--- config.mk ---
export PLATFORM = sky130hd
export DESIGN_NAME = cache_arbiter
export DESIGN_NICKNAME = d
export VERILOG_FILES = /design/src/rtl/cache_arb_pkg.sv /design/src/rtl/cache_arbiter_rr_pick2.sv /design/src/rtl/cache_arbiter.sv
export SDC_FILE = /design/constraint.sdc
export NUM_CORES = 1
export LEC_CHECK = 0
export BUFFER_PORTS_ARGS = -buffer_cell sky130_fd_sc_hd__buf_2
export CAP_MARGIN = 20
export CORE_AREA = 2 2 644 646
export CTS_BUF_LIST = sky130_fd_sc_hd__clkbuf_2 sky130_fd_sc_hd__clkbuf_4 sky130_fd_sc_hd__clkbuf_8
export CTS_CLUSTER_SIZE = 40
export DETAILED_ROUTE_END_ITERATION = 6
export DIE_AREA = 0 0 646 648
export PLACE_DENSITY_LB_ADDON = 0.15
export SKIP_CTS_REPAIR_TIMING = 1
export SLEW_MARGIN = 20
export SYNTH_ARGS = -nofsm -noshare
export SYNTH_HDL_FRONTEND = slang
export SYNTH_SLANG_ARGS = --single-unit
--- constraint.sdc ---
create_clock -name clk -period 2 [get_ports clk]
set_clock_uncertainty 0.1 [all_clocks]
set_input_delay 0.2 -clock clk [delete_from_list [all_inputs] [get_ports clk]]
set_output_delay 0.2 -clock clk [all_outputs]
set_load 0.05 [all_outputs]
--- src/rtl/cache_arb_pkg.sv ---
// Shared types and defaults for the I/D-cache line arbiter.
package cache_arb_pkg;

  typedef enum logic [1:0] {
    IDLE    = 2'd0,
    BUSY    = 2'd1,
    RELEASE = 2'd2
  } arb_state_t;

  typedef logic owner_t;

  localparam owner_t PORT_I = 1'b0;
  localparam owner_t PORT_D = 1'b1;

  localparam int LINE_W_DEF = 256;
  localparam int ADDR_W_DEF = 32;

endpackage

--- src/rtl/cache_arbiter_rr_pick2.sv ---
// Two-way round-robin pick: a lone requester wins; on a tie the port that
// did not win last time is chosen.
module rr_pick2
  import cache_arb_pkg::*;
(
  input  logic   pend0,
  input  logic   pend1,
  input  owner_t last_grant,
  output logic   grant_valid,
  output owner_t grant_idx
);

  assign grant_valid = pend0 | pend1;
  assign grant_idx   = (pend0 & pend1) ? owner_t'(~last_grant) : owner_t'(pend1);

endmodule

--- src/rtl/cache_arbiter.sv ---
// Shares the single cacheline adaptor port between the I-cache (port 0) and
// the D-cache (port 1), one latched transaction at a time.
//
//   state   | meaning
//   IDLE    | no transaction; arbitrate pending ports
//   BUSY    | latched request held on the adaptor until mem_resp
//   RELEASE | dead cycle so the finished requester can drop its request
module cache_arbiter
  import cache_arb_pkg::*;
#(
  parameter int LINE_W = LINE_W_DEF,
  parameter int ADDR_W = ADDR_W_DEF
) (
  input  logic              clk,
  input  logic              reset,
  input  logic              req0_read,
  input  logic              req0_write,
  input  logic [ADDR_W-1:0] req0_addr,
  input  logic [LINE_W-1:0] req0_wdata,
  output logic [LINE_W-1:0] req0_rdata,
  output logic              req0_resp,
  input  logic              req1_read,
  input  logic              req1_write,
  input  logic [ADDR_W-1:0] req1_addr,
  input  logic [LINE_W-1:0] req1_wdata,
  output logic [LINE_W-1:0] req1_rdata,
  output logic              req1_resp,
  output logic              mem_read,
  output logic              mem_write,
  output logic [ADDR_W-1:0] mem_addr,
  output logic [LINE_W-1:0] mem_wdata,
  input  logic [LINE_W-1:0] mem_rdata,
  input  logic              mem_resp
);

  arb_state_t        state, state_d;
  owner_t            owner, last_grant, grant_idx;
  logic              op_write, reset_q;
  logic [ADDR_W-1:0] addr_q;
  logic [LINE_W-1:0] wdata_q;
  logic              pend0, pend1, grant_valid;
  logic              grant, done, active, rdata_en;

  assign pend0 = req0_read | req0_write;
  assign pend1 = req1_read | req1_write;

  rr_pick2 u_pick (
    .pend0       (pend0),
    .pend1       (pend1),
    .last_grant  (last_grant),
    .grant_valid (grant_valid),
    .grant_idx   (grant_idx)
  );

  always_comb begin
    state_d = state;
    grant   = 1'b0;
    done    = 1'b0;
    case (state)
      IDLE: begin
        if (grant_valid) begin
          grant   = 1'b1;
          state_d = BUSY;
        end
      end
      BUSY: begin
        if (mem_resp) begin
          done    = 1'b1;
          state_d = RELEASE;
        end
      end
      RELEASE: state_d = IDLE;
      default: state_d = IDLE;
    endcase
  end

  always_ff @(posedge clk) begin
    reset_q <= reset;
    if (reset) begin
      state      <= IDLE;
      owner      <= PORT_I;
      last_grant <= PORT_D;
      op_write   <= 1'b0;
      addr_q     <= '0;
      wdata_q    <= '0;
    end else begin
      state <= state_d;
      if (grant) begin
        owner      <= grant_idx;
        last_grant <= grant_idx;
        // read+write together is treated as a write
        op_write   <= (grant_idx == PORT_D) ? req1_write : req0_write;
        addr_q     <= (grant_idx == PORT_D) ? req1_addr  : req0_addr;
        wdata_q    <= (grant_idx == PORT_D) ? req1_wdata : req0_wdata;
      end
    end
  end

  // Gate with reset so a synchronous reset mid-BUSY is quiet immediately.
  assign active    = (state == BUSY) & ~reset;
  assign mem_read  = active & ~op_write;
  assign mem_write = active & op_write;
  assign mem_addr  = active ? addr_q  : '0;
  assign mem_wdata = active ? wdata_q : '0;

  assign req0_resp = done & ~reset & (owner == PORT_I);
  assign req1_resp = done & ~reset & (owner == PORT_D);

  assign rdata_en   = ~(reset | reset_q);
  assign req0_rdata = rdata_en ? mem_rdata : '0;
  assign req1_rdata = rdata_en ? mem_rdata : '0;

endmodule

==> Implementation_results.wiki, run 1 <==
{| class="wikitable"
! Metric !! Value
|-
| Total standard cell area after synthesis || about 20000 sq um
|-
| Number of filler cells placed in the layout || roughly 48k
|-
| Top library cells by usage in the layout, fill and taps aside || sky130_fd_sc_hd__buf_2, sky130_fd_sc_hd__dlygate4sd3_1, sky130_fd_sc_hd__buf_12
|-
| Core Region || approximately 410000 sq um
|-
| Largest net degree at the start of global routing || 100
|-
| Kind of capture point of the worst setup path || output port
|-
| Residual DRC || 0
|-
| Effective utilization at floorplan || between 4 and 5%
|-
| Seq/Total Area, Yosys || around 30%
|-
| FMAX || roughly 350 MHz
|-
| CTS Root Cell || sky130_fd_sc_hd__clkbuf_8
|-
| DP Worst Slack || -164 ps
|-
| Routed wirelength normalized by instance count || just over 30 microns
|-
| Flop and latch count out of synthesis || 294
|-
| Count of port buffers added during placement || 1642
|-
| Max-slew violation count || 0
|-
| Comb power frac || a little under half
|-
| Net Switching || about 13 mW
|-
| Total iterations of the first detailed-routing run || 6
|-
| Unrepaired setup endpoints after global routing || true
|-
| Area post-placement || a little over 40000 sq um
|-
| Register-to-Register Setup Slack || -110 ps
|-
| H-tree level count || 3
|-
| Syn-to-layout area delta || 160%
|-
| Clock net sink count || between 200 and 300
|-
| Std cell rows || approximately 240
|-
| R2R Path Start || state[1]$_SDFFE_PP0P_
|-
| Critical R2R Capture || wdata_q[23]$_SDFFE_PP0P_
|-
| Count of yosys warnings during synthesis || 0
|-
| Total leakage power || 20.5 nW
|-
| Distinct cell type count of the synthesized netlist || 26
|-
| Crit-path max FO || 19
|-
| Clk network pwr share || between 20% and 30%
|-
| Total via count in the routed design || roughly 31k
|-
| Total global routing overflow || 0
|-
| Final period utilization || 143%
|-
| Setup slack of the critical path after layout || -859 ps
|-
| Sequential group share of total power || 25.7%
|-
| Measured slew at the worst slew-check pin || 739 ps
|-
| Worst Reg-to-Reg Cells || 6
|-
| Worst vdd rail ir drop || 0.000392 V
|-
| Commonest non-fill, non-tap cell in the layout || sky130_fd_sc_hd__buf_2
|-
| Fin crit period || roughly 2900 ps
|-
| Power Density || between 500 and 600 nW/um^2
|-
| Final Cell Area || ~50000 sq um
|-
| Switching Fraction || 43.5%
|-
| Routability congestion estimate || between 0.8 and 0.9
|-
| Layout cell share with drive strength beyond 1 || between 50% and 60%
|-
| Startpoint Class || flop
|-
| Overall die width || 646 microns
|-
| Hold violation count in the final report || 0
|-
| Global-route wire length before repair || 363 mm
|-
| Worst slew slack as a fraction of its limit || 50.8%
|-
| Outcome || finished, violations left
|-
| Total power || approximately 30 mW
|-
| Hold WC Path Type || in -> reg
|-
| Setup CP Type || reg -> out
|-
| Clock slew at reported path FFs || ~50 ps
|-
| Boundary pin count || approximately 1.6k
|-
| Worst endpoint data arrival time || ~2600 ps
|-
| Max-cap viol count || 0
|-
| Number of setup violations in the final report || approximately 1.0k
|-
| Timing endpoint of the critical path || mem_wdata[233]
|-
| Clock tree from TritonCTS || built
|-
| Full die area || roughly 420000 sq um
|-
| Drt via density || about 3.0
|-
| Total global-route track usage || 13.8%
|-
| Cell-internal power || ~17 mW
|-
| Post-Synthesis Cells || around 2.6k
|-
| Inserted Clock Buffers || 75
|-
| Later-pin clock latency in the skew report || 890 ps
|-
| Number of antenna-violating nets in the routed design || 0
|-
| CTS max path bufs || 4
|-
| Die Span Y || 648 microns
|-
| Number of DRC markers after the initial detailed-route iteration || between 1.5k and 2k
|-
| Required time of the critical path || about 1700 ps
|-
| Vias in the first global route || between 20k and 30k
|-
| Total Wirelength || approximately 310 mm
|-
| Average footprint of a synthesized cell || roughly 7.5 sq um
|-
| Detailed Place HPWL || about 270 mm
|-
| Number of nets produced by synthesis || 3428
|-
| Number of antenna violations at the first check in global routing || roughly 270
|-
| Violated checks || negative setup slack
|-
| Start point of the critical path || state[1]$_SDFFE_PP0P_
|-
| Final net count || 5559
|}
cells in the mapped netlist, drive strengths merged:
library cell	count	area share, %
or3b	1	0.045
o32ai	1	0.045
o21ai	292	7.5
clkbuf	231	4.4
nand3b	1	0.038
o21a	1	0.038
nor4	1	0.11
a311oi	289	13
nor3b	1	0.038
and2	546	17
dfxtp	294	30
nand2	1	0.019
nor2b	1	0.032
or2	2	0.064
buf	341	12
nor2	5	0.17
and3	1	0.032
a21oi	290	7.4
or4	1	0.038
nand3	289	7.4
registers in the layout, summed over array words and instances (netlist names):
name	flops
state	2
op_write	1
reset_q	1
last_grant	1
wdata_q	256
addr_q	32
owner	1
worst max-delay path, cell delays in order, from the launching register on:
cell and delay [ps]:
sky130_fd_sc_hd__dfxtp_4 340, sky130_fd_sc_hd__nor3b_4 270, sky130_fd_sc_hd__buf_12 200, sky130_fd_sc_hd__buf_16 190
sky130_fd_sc_hd__clkbuf_16 230, sky130_fd_sc_hd__and2_1 230, sky130_fd_sc_hd__buf_12 170
layout make-up:
cell class	instances	area (sq um)	share of cell area [%]
Timing Repair Buffer	2626	25300	49.7
Multi-Input combinational cell	1723	11100	21.9
Tap cell	5474	6850	13.5
Sequential cell	294	5890	11.6
Clock buffer	113	1410	2.76
Antenna cell	102	255	0.502
Clock inverter	6	63.8	0.125
per-stage QoR:
| step | hold WS (ps) | setup TNS [ps] | util (%) | std cells |
|---|---|---|---|---|
| floorplan | 128 | 0 | - | 2589 |
| global placement | 323 | -3910 | 9.76 | 9439 |
| detailed placement | 320 | -4510 | 9.76 | 9439 |
| CTS | -797 | -753400 | 10.1 | 9558 |
| global route | -1.20 | -725020 | 12.3 | 10300 |
| finish | 58.4 | -596260 | 12.3 | 10300 |
cells by family (layout without fill, tap and decap cells):
| logic type | count (synthesis) | in the layout | share of synthesized area [%] |
|---|---|---|---|
| AOI/OAI and AO/OA | 873 | 873 | 27.9 |
| and+or+nand+nor | 850 | 850 | 25.5 |
| buffers and inverters | 572 | 2745 | 16.5 |
| DFF | 294 | 294 | 30.1 |
| other | 0 | 102 | 0 |
per-layer routing:
layer	vias up	wire length [microns]	global-route usage, %
met5	-	614	0
met4	90	10900	5.04
met3	486	21500	4.71
met2	1677	161000	24.9
met1	15400	120000	14.7
li1	13500	-	-
power groups by stage:
stage               Sequential (mW)  Clock (mW)  Combinational [mW]
floorplan                      7.17           0                6.05
detailed placement             7.85           0                12.2
global placement               7.87           0                12.2
finish                         7.71        8.21                14.1
CTS                            7.74        8.74                12.2
global route                   7.81        8.85                14.9
worst min path at each step:
stage / start / to / slack, ps / depth (start not counted)
after floorplan: reset / reset_q$_DFF_P_ / 130 / 0
after global placement: reset / reset_q$_DFF_P_ / 320 / 1
after detailed placement: reset / reset_q$_DFF_P_ / 320 / 1
after CTS: reset / reset_q$_DFF_P_ / -800 / 1
after global routing: req1_addr[2] / addr_q[2]$_SDFFE_PP0P_ / -1 / 4
final: req0_wdata[222] / wdata_q[222]$_SDFFE_PP0P_ / 60 / 4
Power figures use the tool's default switching activity.
==> inputs of run 2 (changes only) <==
Settings changed: CTS_BUF_LIST sky130_fd_sc_hd__clkbuf_2 sky130_fd_sc_hd__clkbuf_4 sky130_fd_sc_hd__clkbuf_8 to sky130_fd_sc_hd__clkbuf_16.
==> run 2 against run 1 <==
Critical endpoint is now req0_rdata[247]. Global-route usage about the same. Non-clock buffer count shrank 60. Worst hold slack lost 19 ps. Sequential share of layout area increased by 0.14 points. Sequential power is essentially flat. Core utilization shrank 0.15 points. First-iteration DRC count down 7.1%. Critical path type unchanged. Total power up 0.46%. The run still ends with negative setup slack left. Combinational power hardly changed.
==> Implementation_results.wiki, run 2 (synthesis results as in run 1) <==
{| class="wikitable"
! Metric !! Value
|-
| Outcome || finished, violations left
|-
| Violated checks || negative setup slack
|-
| Commonest non-fill, non-tap cell in the layout || sky130_fd_sc_hd__buf_2
|-
| Clock tree from TritonCTS || built
|-
| Number of filler cells placed in the layout || 47.6k (+0.095%)
|-
| Sequential cell area || 5890 sq um (about the same)
|-
| Number of setup violations in the final report || 848 (-17%)
|-
| Clock slew at reported path FFs || 60 ps (about the same)
|-
| Residual DRC || 0 (unchanged)
|-
| CTS max path bufs || 3 (-1)
|-
| Register ranked first by flip-flop count || wdata_q
|-
| Die Span Y || 648 microns (unchanged)
|-
| Drt via density || 2.99 (-0.70%)
|-
| Top library cells by usage in the layout, fill and taps aside || sky130_fd_sc_hd__buf_2, sky130_fd_sc_hd__dlygate4sd3_1, sky130_fd_sc_hd__buf_12
|-
| Final hold slack || 39.6 ps (-18.8 ps)
|-
| Setup CP Type || reg -> out
|-
| Total Wirelength || 313 mm (-0.60%)
|-
| Hold violation count in the final report || 0 (unchanged)
|-
| Utilization after layout || 12.2% (-0.15 points)
|-
| Routed wirelength normalized by instance count || 30.5 microns (+0.33%)
|-
| FMAX || 372 MHz (+6.3%)
|-
| Final net count || 5472 (-1.6%)
|-
| Worst slew slack as a fraction of its limit || 50.7% (about the same)
|-
| Hold WC Path Type || in -> reg
|-
| Worst vdd rail ir drop || 0.000616 V (+57%)
|-
| Number of antenna violations at the first check in global routing || 269 (-1.1%)
|-
| Later-pin clock latency in the skew report || 700 ps (-190 ps)
|-
| Crit-path max FO || 47 (+28)
|-
| Overall die width || 646 microns (unchanged)
|-
| Std cell rows || 236 (unchanged)
|-
| H-tree level count || 2 (-1)
|-
| Max-slew violation count || 0 (unchanged)
|-
| Detailed Place HPWL || 268 mm (unchanged)
|-
| Unrepaired setup endpoints after global routing || true
|-
| Global-route wire length before repair || 362 mm (-0.22%)
|-
| Total leakage power || 20.3 nW (-1.2%)
|-
| Layout cell share with drive strength beyond 1 || 52.1% (about the same)
|-
| Boundary pin count || 1643 (unchanged)
|-
| Syn-to-layout area delta || 157%
|-
| Max FFs per register || 256 (unchanged)
|-
| Power Density || 601 nW/um^2 (+1.7%)
|-
| Fin crit period || 2690 ps (-170 ps)
|-
| Total via count in the routed design || 30.6k (-1.6%)
|-
| Max-cap viol count || 0 (unchanged)
|-
| Total global-route track usage || 13.7% (-0.032 points)
|-
| Number of DRC markers after the initial detailed-route iteration || 1849 (-7.1%)
|-
| Required time of the critical path || 1700 ps (about the same)
|-
| Number of antenna-violating nets in the routed design || 0 (unchanged)
|-
| Full die area || 419000 sq um (unchanged)
|-
| Final period utilization || 134% (-8.5 points)
|-
| Count of port buffers added during placement || 1642 (unchanged)
|-
| CTS Root Cell || sky130_fd_sc_hd__clkbuf_16
|-
| Clock net sink count || 294 (unchanged)
|-
| Setup slack of the critical path after layout || -689 ps (+170 ps)
|-
| Total global routing overflow || 0 (unchanged)
|-
| Total iterations of the first detailed-routing run || 5 (-1)
|-
| Area used by multi-input combinational logic || 11100 sq um (about the same)
|-
| Kind of capture point of the worst setup path || output port
|-
| Startpoint Class || flop
|-
| Worst endpoint data arrival time || 2390 ps (-170 ps)
|-
| Vias in the first global route || 27.4k (-0.93%)
|-
| Measured slew at the worst slew-check pin || 739 ps (+0.709 ps)
|-
| Routability congestion estimate || 0.861 (unchanged)
|-
| Core Region || 412000 sq um (unchanged)
|-
| Inserted Clock Buffers || 48 (-36%)
|-
| Largest registers || wdata_q x256, addr_q x32, state x2
|-
| Effective utilization at floorplan || 4.75% (unchanged)
|-
| Largest net degree at the start of global routing || 100 (unchanged)
|}
## run 2: changes by cell type in the layout (fill, tap and decap cells not counted), moves of 11 or more
| cell | previous run | this run |
|---|---|---|
| sky130_fd_sc_hd__clkbuf_8 | 89 | 0 |
| sky130_fd_sc_hd__dlygate4sd3_1 | 640 | 580 |
| sky130_fd_sc_hd__clkbuf_16 | 22 | 70 |
| sky130_fd_sc_hd__clkbuf_4 | 74 | 38 |
| sky130_fd_sc_hd__buf_2 | 1155 | 1167 |
| sky130_fd_sc_hd__clkinv_1 | 0 | 11 |
| sky130_fd_sc_hd__inv_1 | 0 | 11 |
## run 2: worst max-delay path, cell delays in order (launching register included)
cell                      delay, ps
sky130_fd_sc_hd__dfxtp_1        320
sky130_fd_sc_hd__nor2_4         160
sky130_fd_sc_hd__buf_4          420
sky130_fd_sc_hd__and2_2         410
sky130_fd_sc_hd__buf_2          340
## run 2: per-stage QoR
stage	power (mW)	instances	TNS (ps)	cell area [sq um]	setup slack (ps)
after detailed placement	20.0	9439	-4510	40200	-164
after global routing	31.7	10200	-545950	50200	-821
after floorplan	13.2	2589	0	19800	108
final	30.2	10200	-432140	50200	-689
after CTS	28.9	9528	-533190	41700	-983
after global placement	20.0	9439	-3910	40200	-182
## run 2: power breakdown
part | switching (mW) | internal, mW | total, mW
clock network | 3.80 | 4.66 | 8.46
registers | 0.939 | 6.78 | 7.72
logic | 8.45 | 5.56 | 14.0
## run 2: area by class of cell
| cell class | count | share of cell area, % |
|---|---|---|
| Antenna cell | 96 | 0.478 |
| Timing Repair Buffer | 2566 | 49.0 |
| Clock inverter | 41 | 0.618 |
| Tap cell | 5474 | 13.6 |
| Sequential cell | 294 | 11.7 |
| Multi-Input combinational cell | 1723 | 22.1 |
| Clock buffer | 48 | 2.39 |
## run 2: final timing paths
path / from / endpoint / slack, ps / depth (start not counted)
setup / recovery: reset_q$_DFF_P_ / req0_rdata[247] / -690 / 4
hold / removal: req1_read / wdata_q[51]$_SDFFE_PP0P_ / 40 / 4
setup reg to reg: state[1]$_SDFFE_PP0P_ / wdata_q[25]$_SDFFE_PP0P_ / -100 / 6
hold reg to reg: wdata_q[232]$_SDFFE_PP0P_ / wdata_q[232]$_SDFFE_PP0P_ / 410 / 2
## run 2: layer usage
layer	GRT usage, %	vias up	wire length, microns
met3	4.66	471	21300
met2	24.9	1600	160000
met4	4.83	110	10900
met1	14.7	15100	120000
li1	-	13300	-
met5	0	-	714
==> inputs of run 3 (changes only) <==
Settings changed: REMOVE_ABC_BUFFERS set to 1.
==> run 3 against run 2 <==
The run still ends with negative setup slack left. Worst hold slack worse by 29 ps. First-iteration DRC count up 6.4%. Maximum frequency up 3.0%. Sequential cell count unchanged. Cell area up 13%. Sequential power down 2.7%. Global-route usage up 2.9 points. Critical path type unchanged.
==> Implementation_results.wiki, run 3 (synthesis results as in run 1) <==
{| class="wikitable"
! Metric !! Value
|-
| Outcome || finished, violations left
|-
| Violated checks || negative setup slack
|-
| Routability congestion estimate || 0.939 (+9.0%)
|-
| Final period utilization || 130% (-4.0 points)
|-
| CTS Root Cell || sky130_fd_sc_hd__clkbuf_16
|-
| Crit-path max FO || 8 (-83%)
|-
| Utilization after layout || 13.7% (+1.5 points)
|-
| Full die area || 419000 sq um (unchanged)
|-
| Later-pin clock latency in the skew report || 680 ps (-20 ps)
|-
| Die Span Y || 648 microns (unchanged)
|-
| Commonest non-fill, non-tap cell in the layout || sky130_fd_sc_hd__buf_2
|-
| Measured slew at the worst slew-check pin || 885 ps (+145 ps)
|-
| Hold violation count in the final report || 0 (unchanged)
|-
| Vias in the first global route || 28.9k (+5.6%)
|-
| Total via count in the routed design || 31.2k (+2.1%)
|-
| Total Wirelength || 375 mm (+20%)
|-
| Largest registers || wdata_q x256, addr_q x32, state x2
|-
| Max FFs per register || 256 (unchanged)
|-
| Sequential group share of total power || 23.2% (-2.4 points)
|-
| Std cell rows || 236 (unchanged)
|-
| Clk network pwr share || 27.7% (-0.3 points)
|-
| Final net count || 5624 (+2.8%)
|-
| Drt via density || 3.02 (+1.1%)
|-
| Max-cap viol count || 0 (unchanged)
|-
| Unrepaired setup endpoints after global routing || true
|-
| FMAX || 383 MHz (+3.0%)
|-
| Critical path, cell by cell || nor2_4 > buf_12 > buf_16 > clkbuf_16 > and2_4 > buf_12 > buf_12
|-
| Effective utilization at floorplan || 4.75% (unchanged)
|-
| Layout cell share with drive strength beyond 1 || 50.7% (-1.4 points)
|-
| Switching Fraction || 43.7% (about the same)
|-
| Startpoint Class || flop
|-
| Register ranked first by flip-flop count || wdata_q
|-
| Routed wirelength normalized by instance count || 36.2 microns (+19%)
|-
| Global-route wire length before repair || 428 mm (+18%)
|-
| Number of setup violations in the final report || 824 (-2.8%)
|-
| Sequential cell area || 5890 sq um (about the same)
|-
| Required time of the critical path || 1700 ps (about the same)
|-
| Detailed Place HPWL || 324 mm (+21%)
|-
| Top library cells by usage in the layout, fill and taps aside || sky130_fd_sc_hd__buf_2, sky130_fd_sc_hd__buf_12, sky130_fd_sc_hd__dlygate4sd3_1
|-
| Boundary pin count || 1643 (unchanged)
|-
| Clock net sink count || 294 (unchanged)
|-
| Most numerous cell on the critical path || sky130_fd_sc_hd__buf_12
|-
| Syn-to-layout area delta || 189%
|-
| Comb power frac || 49.2% (+2.8 points)
|-
| Net Switching || 14.1 mW (+7.3%)
|-
| Power Density || 573 nW/um^2 (-4.6%)
|-
| Total global-route track usage || 16.6% (+2.9 points)
|-
| Area used by multi-input combinational logic || 11000 sq um (-1.3%)
|-
| Total global routing overflow || 0 (unchanged)
|-
| Number of filler cells placed in the layout || 46.9k (-1.4%)
|-
| Number of antenna-violating nets in the routed design || 0 (unchanged)
|-
| Hold WC Path Type || in -> reg
|-
| H-tree level count || 2 (unchanged)
|-
| Total iterations of the first detailed-routing run || 5 (unchanged)
|-
| Cell-internal power || 18.3 mW (+7.3%)
|-
| Fin crit period || 2610 ps (-79.4 ps)
|-
| Final hold slack || 10.8 ps (-28.9 ps)
|-
| Total leakage power || 22.2 nW (+9.4%)
|-
| Core Region || 412000 sq um (unchanged)
|-
| CTS max path bufs || 3 (unchanged)
|-
| Max-slew violation count || 0 (unchanged)
|-
| Kind of capture point of the worst setup path || output port
|-
| Setup CP Type || reg -> out
|-
| Number of DRC markers after the initial detailed-route iteration || 1967 (+6.4%)
|-
| Largest net degree at the start of global routing || 114 (+14%)
|-
| Worst endpoint data arrival time || 2310 ps (-80 ps)
|-
| Residual DRC || 0 (unchanged)
|-
| Largest stage delay on the critical path || 320 ps (-100 ps)
|-
| Cell at the slowest stage of the critical path || sky130_fd_sc_hd__dfxtp_2
|-
| Overall die width || 646 microns (unchanged)
|-
| Count of port buffers added during placement || 1642 (unchanged)
|-
| Clock slew at reported path FFs || 50 ps (about the same)
|-
| Worst slew slack as a fraction of its limit || 41.0% (-9.7 points)
|-
| Number of antenna violations at the first check in global routing || 235 (-13%)
|-
| Clock tree from TritonCTS || built
|-
| Inserted Clock Buffers || 49 (+2.1%)
|-
| Worst vdd rail ir drop || 0.000636 V (+3.2%)
|-
| Setup slack of the critical path after layout || -609 ps (+79.4 ps)
|-
| DP Worst Slack || -540 ps (-376 ps)
|}
-- run 3: cell types whose count changed in the layout (fill, tap and decap cells not counted), moves of 5 or more --
| cell | delta |
|---|---|
| sky130_fd_sc_hd__and2_2 | -179 |
| sky130_fd_sc_hd__diode_2 | -40 |
| sky130_fd_sc_hd__buf_12 | +374 |
| sky130_fd_sc_hd__and2_1 | +147 |
| sky130_fd_sc_hd__clkbuf_16 | +5 |
| sky130_fd_sc_hd__and2_4 | +32 |
| sky130_fd_sc_hd__buf_2 | -293 |
| sky130_fd_sc_hd__buf_4 | +14 |
| sky130_fd_sc_hd__buf_6 | +87 |
| sky130_fd_sc_hd__dlygate4sd3_1 | -8 |
| sky130_fd_sc_hd__buf_8 | -49 |
| sky130_fd_sc_hd__clkbuf_4 | +24 |
-- run 3: power by group through the flow --
stage	clock (mW)	combinational, mW	sequential, mW
after floorplan	0	5.63	7.10
after global placement	0	14.1	7.64
after detailed placement	0	14.1	7.61
after CTS	9.53	14.1	7.50
after global routing	9.64	16.7	7.58
final	8.97	15.9	7.51
-- run 3: worst paths after layout --
path                                  from                         to  slack, ps  cells after the start
hold / removal             req0_wdata[108]  wdata_q[108]$_SDFFE_PP0P_         10                      4
hold reg to reg   wdata_q[26]$_SDFFE_PP0P_   wdata_q[26]$_SDFFE_PP0P_        410                      2
setup / recovery           reset_q$_DFF_P_             req1_rdata[47]       -610                      7
setup reg to reg   last_grant$_SDFFE_PP1P_   wdata_q[80]$_SDFFE_PP0P_        -30                      4
-- run 3: cell type report --
cell class	count	share of cell area (%)
Timing Repair Buffer	2717	55.1
Multi-Input combinational cell	1723	19.4
Tap cell	5474	12.1
Sequential cell	294	10.4
Clock buffer	49	2.17
Clock inverter	37	0.547
Antenna cell	56	0.248
-- run 3: critical path: cells and delay by family (launching register included) --
kind          cells  cell delay, ps
buf+inv           5             870
simple gates      2             350
flops             1             320
-- run 3: routing by layer --
layer	track usage [%]	part of all wire, %
met5	0	0.26
met4	5.83	4.1
met2	32.1	54
met1	16.4	35
met3	5.55	7.0
-- run 3: per-stage QoR --
stage / setup TNS [ps] / total power, mW / std cells / area [sq um]
detailed placement: -77090 / 21.7 / 9575 / 46100
CTS: -675690 / 31.2 / 9661 / 47600
finish: -414720 / 32.4 / 10400 / 56500
global placement: -81540 / 21.8 / 9575 / 46100
floorplan: -9229660 / 12.7 / 2017 / 16300
global route: -523200 / 33.9 / 10300 / 56500
